**config.mk**
```make
export PLATFORM = sky130hd
export DESIGN_NAME = _shift_tx8
export DESIGN_NICKNAME = d
export VERILOG_FILES = /design/src/rtl/_shift_tx8.sv
export SDC_FILE = /design/constraint.sdc
export NUM_CORES = 1
export LEC_CHECK = 0
export CAP_MARGIN = 0
export CORE_AREA = 10 10 62 64
export DETAILED_ROUTE_END_ITERATION = 10
export DIE_AREA = 0 0 72 74
export DONT_BUFFER_PORTS = 1
export GPL_TIMING_DRIVEN = 0
export HOLD_SLACK_MARGIN = 0.03
export PLACE_DENSITY = 0.63
export SLEW_MARGIN = 40
export SYNTH_ARGS = -nofsm -noshare
export SYNTH_HDL_FRONTEND = slang
export SYNTH_SLANG_ARGS = --single-unit
```
**constraint.sdc**
```tcl
create_clock -name clk -period 2.75 [get_ports clk]
set_input_delay 0.55 -clock clk [delete_from_list [all_inputs] [get_ports clk]]
set_output_delay 0.55 -clock clk [all_outputs]
set_load 0.02 [all_outputs]
```
**src/rtl/_shift_tx8.sv**
```systemverilog
// ---------------------------------------------------------------------------
// _shift_tx8 -- parallel-in, serial-out byte transmitter
//
// Sends one byte per frame on sout:
//   start bit (0), d[0]..d[7] LSB first, [optional even parity], stop bit (1)
// Every bit is held on the line for BIT_CYCLES clock cycles.
//
// Parameters
//   BIT_CYCLES  clock cycles per serial bit, 1..255 (0 behaves as 1)
//
// Ports
//   clk      in   single clock, all state updates on its rising edge
//   reset_n  in   synchronous active-low reset
//   valid    in   byte offered on d this cycle (only looked at in IDLE)
//   d        in   [7:0] byte to transmit
//   ready    out  high when a byte can be accepted (IDLE)
//   sout     out  serial line, idles high
//   busy     out  high while a frame is on sout
//   done     out  one-cycle pulse in the final cycle of a frame
//
// Build option
//   SHIFT_TX8_PARITY_EN  when defined, an even-parity bit is inserted
//                        between d[7] and the stop bit (frame = 11 bits).
//                        When undefined the frame is 10 bits.
// ---------------------------------------------------------------------------
module _shift_tx8 #(
    parameter int unsigned BIT_CYCLES = 1
) (
    input  logic       clk,
    input  logic       reset_n,
    input  logic       valid,
    input  logic [7:0] d,
    output logic       ready,
    output logic       sout,
    output logic       busy,
    output logic       done
);

    // A zero setting is treated as one cycle per bit.
    localparam int unsigned BC_EFF   = (BIT_CYCLES == 0) ? 1 : BIT_CYCLES;
    localparam logic [7:0]  CNT_LAST = 8'(BC_EFF - 1);

    localparam logic [2:0] S_IDLE   = 3'd0;
    localparam logic [2:0] S_START  = 3'd1;
    localparam logic [2:0] S_DATA   = 3'd2;
`ifdef SHIFT_TX8_PARITY_EN
    localparam logic [2:0] S_PARITY = 3'd3;
`endif
    localparam logic [2:0] S_STOP   = 3'd4;

    logic [2:0] state;
    logic [7:0] shreg;
    logic [7:0] cnt;
    logic [2:0] idx;
    logic       bit_end;

`ifdef SHIFT_TX8_PARITY_EN
    // Parity is captured at acceptance because the shift register is
    // emptied while the data bits go out.
    logic       par;
`endif

    // Last cycle of the current bit period.
    assign bit_end = (cnt == CNT_LAST);

    always_ff @(posedge clk) begin
        if (!reset_n) begin
            state <= S_IDLE;
            shreg <= 8'h00;
            cnt   <= 8'd0;
            idx   <= 3'd0;
`ifdef SHIFT_TX8_PARITY_EN
            par   <= 1'b0;
`endif
        end else begin
            case (state)
                S_IDLE: begin
                    if (valid) begin
                        shreg <= d;
`ifdef SHIFT_TX8_PARITY_EN
                        par   <= ^d;
`endif
                        cnt   <= 8'd0;
                        idx   <= 3'd0;
                        state <= S_START;
                    end
                end

                S_START: begin
                    if (bit_end) begin
                        cnt   <= 8'd0;
                        idx   <= 3'd0;
                        state <= S_DATA;
                    end else begin
                        cnt <= cnt + 8'd1;
                    end
                end

                S_DATA: begin
                    if (bit_end) begin
                        cnt   <= 8'd0;
                        shreg <= shreg >> 1;
                        idx   <= idx + 3'd1;
                        if (idx == 3'd7) begin
`ifdef SHIFT_TX8_PARITY_EN
                            state <= S_PARITY;
`else
                            state <= S_STOP;
`endif
                        end
                    end else begin
                        cnt <= cnt + 8'd1;
                    end
                end

`ifdef SHIFT_TX8_PARITY_EN
                S_PARITY: begin
                    if (bit_end) begin
                        cnt   <= 8'd0;
                        state <= S_STOP;
                    end else begin
                        cnt <= cnt + 8'd1;
                    end
                end
`endif

                S_STOP: begin
                    if (bit_end) begin
                        cnt   <= 8'd0;
                        state <= S_IDLE;
                    end else begin
                        cnt <= cnt + 8'd1;
                    end
                end

                default: begin
                    cnt   <= 8'd0;
                    idx   <= 3'd0;
                    state <= S_IDLE;
                end
            endcase
        end
    end

    // Outputs are a pure function of state, so sout drops to 0 in the first
    // cycle after acceptance.
    always_comb begin
        sout = 1'b1;
        case (state)
            S_START:  sout = 1'b0;
            S_DATA:   sout = shreg[0];
`ifdef SHIFT_TX8_PARITY_EN
            S_PARITY: sout = par;
`endif
            default:  sout = 1'b1;
        endcase
    end

    assign busy  = (state != S_IDLE);
    assign ready = ~busy;
    assign done  = (state == S_STOP) && bit_end;

endmodule

```
== After elaboration in Yosys (flattened, before gate mapping) ==
Cells that the tools add are included.
Storage, ports and cells
  RAM bits: 0
  bits of input ports: 11
  bits in latches: 0
  memories: 0
  register bits after elaboration: 22
  bits in read-only memories: 0
Operators by class
  order comparisons: 0
  muxes and demuxes: 16
  add/sub/neg operators: 2
  reductions and logical operators: 9
  equality and inequality tests: 9
  div/mod/pow operators: 0
  shifts and indexed selects: 0
  bitwise gates (word level): 2
  multipliers: 0
Operator list (number)
  8-bit two-way mux: 4
  8-bit one-hot mux with 2 select lines: 2
  3-bit one-hot mux with 4 select lines: 2
  3-bit two-way mux: 7
  2-bit != test, second input constant: 5
  8-bit by 1-bit adder with 8-bit output, second input constant: 1
  8-bit zero test: 1
  3-bit equality test, second input constant: 2
  5-bit AND reduction: 1
  4-bit AND reduction: 1
  3-bit by 1-bit adder with 3-bit output, second input constant: 1
  3-bit by 1-bit equality test with 1-bit output, second input constant: 1
  3-bit by 2-bit equality test with 1-bit output, second input constant: 1
  3-bit zero test: 1
  3-bit AND reduction: 1
  3-bit nonzero test: 1
  3-bit OR reduction: 1
  1-bit inverter: 2
  1-bit one-hot mux with 2 select lines: 1
  2-bit nonzero test: 1
  1-bit logical AND: 1

== Depth between registers and ports, before layout ==
  depth after elaboration: 4
  gate-level depth with buffers: 7
  mapped depth without buffers: 6

== Least setup slack after synthesis ==
Ideal clock, no wire load.
  path type: register to output
  start point: reg cnt[0]
  end point: out done
  data arrival time: 1675 ps
  buffers on the path: 0
  cell stages (with the launch flop): 6
  slack: 525 ps
  cells stage by stage: dfxtp_1 > inv_1 > ha_1 > nor4b_4 > nand2_2 > nor4b_1
On the way
  word-level cells in the longest chain between the ends: 2
RTL lines
  from (decl): RTL line 53  | logic [7:0] cnt;
  from (signal assigned): RTL line 95  | cnt <= cnt + 8'd1;
  from (signal assigned): RTL line 112  | cnt <= cnt + 8'd1;
  from (signal assigned): RTL line 132  | cnt <= cnt + 8'd1;
  8-bit zero test: RTL line 64  | assign bit_end = (cnt == CNT_LAST);
  1-bit logical AND: RTL line 161  | assign done = (state == S_STOP) && bit_end;
  to (decl): RTL line 36  | output logic done
Every way passes these cells.

== Worst setup path after layout ==
Same ends and word-level chain as after synthesis.

==> run_results.csv <==
group,metric,value,unit
timing,slew-limit-headroom,0.5771,
logic_synthesis,yosysWarningCount,0,
finish,antenna_cells,0,
min_path,hp-class,"input port to register",
routing,num_vias,935,
timing,finalHoldViolations,0,
critical_path,start_kind,"register",
timing,post-route-min-period,2.475,ns
critical_path,cp.required,2.20,ns
logic_synthesis,synthDistinctLibCells,39,
min_path,min_to,"state[0]",
floorplan,core_area,2663,um2
cts,clk_path_buf_depth,2,
job,maxCapViolations,0,
timing,worst_pin_slew,0.6290,ns
outcome,status,"finished clean",
grt,grt_overflow,0,
routing,drtIter0Drc,61,
routing,ant_nets,0,
pwr,peakVddDrop,0.0002788,V
critical_path,r2r-end,"shreg[4]",
min_path,holdPathStages,2,
critical_path,criticalPathCategory,"register to output pin",
logic_synthesis,async_reset_ff_frac,0,
finish,layout_common_cells,"dfxtp_1, mux2i_1, nand2_1, nor3b_1, o211a_1",
routing,routedWlPerCell,15.03,um
grt,grt_pass1_wl,4022,um
critical_path,arrival,1.93,ns
cts,h-tree-depth,1,
critical_path,worstReg2RegStart,"state[0]",
place,gp_congestion,0.8029,
logic_synthesis,synthesis.area,1215,um2
logic_synthesis,syn_nets,142,
place,post-dp-hpwl,1860,um
cts,cts_root_buf,"clkbuf_4",
grt,grt_pass1_vias,866,
finish,multiInputGateArea,725.7,um2
min_path,min_from,"valid",
routing,via_per_inst,5.772,
place,io_buffers,0,
finish,drive_gt1_frac,0.1374,
cts,cts_repair_resize_count,0,
pwr,design_power_total,662.1,uW
finish,finalNonFillerCells,162,
pwr,power.leakage,0.5299,nW
grt,antenna_found_initial,0,
logic_synthesis,syn_inst,127,
finish,post-route-util,0.4868,
critical_path,cp_num_buf_inv,1,
critical_path,r2r_slack,0.84,ns
logic_synthesis,synth_seq_cells,22,
critical_path,path_max_fanout,6,
routing,drt_first_pass_iters,6,
finish,fillers,282,
pwr,p_per_area,510.8,nW/um2
place,dp_cells,158,
timing,setup_viol,0,
timing,rsz0062_at_grt,"no",
cts,cts_tree,"done",
grt,grt_usage,0.09237,
cts,cts-buffers-inserted,3,
critical_path,crit_family,"simple AND/OR/NAND/NOR gates",
grt,grt_max_degree,13,
timing,finClkSkew,0.001131,ns
cts,clkLatencyLatePin,0.30,ns
logic_synthesis,synth_area_per_cell,9.566,um2
timing,whs,0.4713,ns
critical_path,rr_worst_depth,6,
floorplan,die_h,74,um
cts,hold_buffers,0,
timing,tns,0,ns
cts,clkSinkCount,22,
critical_path,worstPathCellList,"inv_1 > ha_1 > nor4b_4 > nand2_2 > nor4b_2",
finish,nNetsFinal,147,
critical_path,endpoint_kind,"output pin",
logic_synthesis,synth_edf_count,0,
logic_synthesis,synth_ff_type,"dfxtp_1",
timing,slew_viol_final,0,
critical_path,slowest_delay,0.52,ns
floorplan,dieArea,5328,um2
routing,drc,0,
routing,wl,2435,um
finish,final_common_cell,"dfxtp_1",
timing,period_share,0.9001,
finish,area_growth,6.694,%
floorplan,start_util,0.4563,
floorplan,fp-row-count,19,
cts,postCtsSetupBuffers,0,
timing,fmax,0.4040,GHz
critical_path,slowest_stage,"nor4b_2",
floorplan,io_pins,15,
finish,register_area,440.4,um2
logic_synthesis,ys_seq_area_frac,0.3625,
cts,path_clk_slew,0.12,ns
floorplan,die_x,72,um
-- per-layer routing --
metal / vias up / global-route usage / wire, um
li1: 471 / - / -
met2: 12 / 0.1529 / 1199
met1: 450 / 0.1073 / 1108
met5: - / 0 / 0
met4: 0 / 0.04516 / 16
met3: 2 / 0.02660 / 111
-- synth_stat cells (all sizes together) (2+ instances only) --
cell / n / share of area
nand2: 13 / 0.042
nor4b: 5 / 0.048
nor3b: 9 / 0.060
nand4: 3 / 0.015
ha: 4 / 0.041
inv: 5 / 0.015
a21oi: 4 / 0.020
nor2: 4 / 0.012
clkbuf: 2 / 0.0062
xor2: 3 / 0.022
nand3: 5 / 0.021
dfxtp: 22 / 0.36
mux2i: 12 / 0.099
xnor2: 4 / 0.029
o211a: 7 / 0.058
buf: 6 / 0.024
o21ai: 2 / 0.0082
nor3: 3 / 0.021
-- worst register-to-register path, cell delays in order, from the launching register on --
cell	delay, ns
dfxtp_1	0.36
buf_2	0.19
nor3_2	0.51
a32o_1	0.31
buf_2	0.25
nand2_1	0.07
o211a_1	0.12
-- sequential cells by signal, indices dropped and copies added (netlist names) --
register,cells
shreg,8
cnt,8
idx,3
state,3
-- kinds of logic after synthesis --
group,Yosys count,synth area share
xor+xnor,7,0.05046
fa+ha+maj,4,0.04120
flops,22,0.3625
mux,12,0.09887
buf+inv,13,0.04531
compound gates,18,0.1215
simple gates,51,0.2801
-- area by class of cell --
type / count / share of cell area
Multi-Input combinational cell: 92 / 0.5598
Sequential cell: 22 / 0.3398
Tap cell: 31 / 0.02992
Clock buffer: 4 / 0.02799
Buffer: 8 / 0.02799
Inverter: 5 / 0.01448
-- where the power goes --
| group | total (mW) | switching, mW | internal, mW |
|---|---|---|---|
| logic | 0.135 | 0.0798 | 0.0557 |
| clock network | 0.174 | 0.0935 | 0.0807 |
| registers | 0.352 | 0.0136 | 0.339 |
| total | 0.662 | 0.187 | 0.475 |
-- worst max-delay path by stage --
stage	startpoint	endpoint	slack, ns	cells after the start
CTS	cnt[0]	done	0.22	5
global placement	cnt[0]	done	0.29	5
global route	cnt[0]	done	0.11	5
detailed placement	cnt[0]	done	0.58	5
floorplan	cnt[0]	done	0.52	5
finish	cnt[0]	done	0.27	5
-- metrics by stage --
stage	instance area [um2]	setup WS (ns)
finish	1296	0.2748
global placement	1254	0.2907
floorplan	1215	0.5249
global route	1296	0.1051
CTS	1296	0.2163
detailed placement	1260	0.5815
Power figures use the tool's default switching activity.
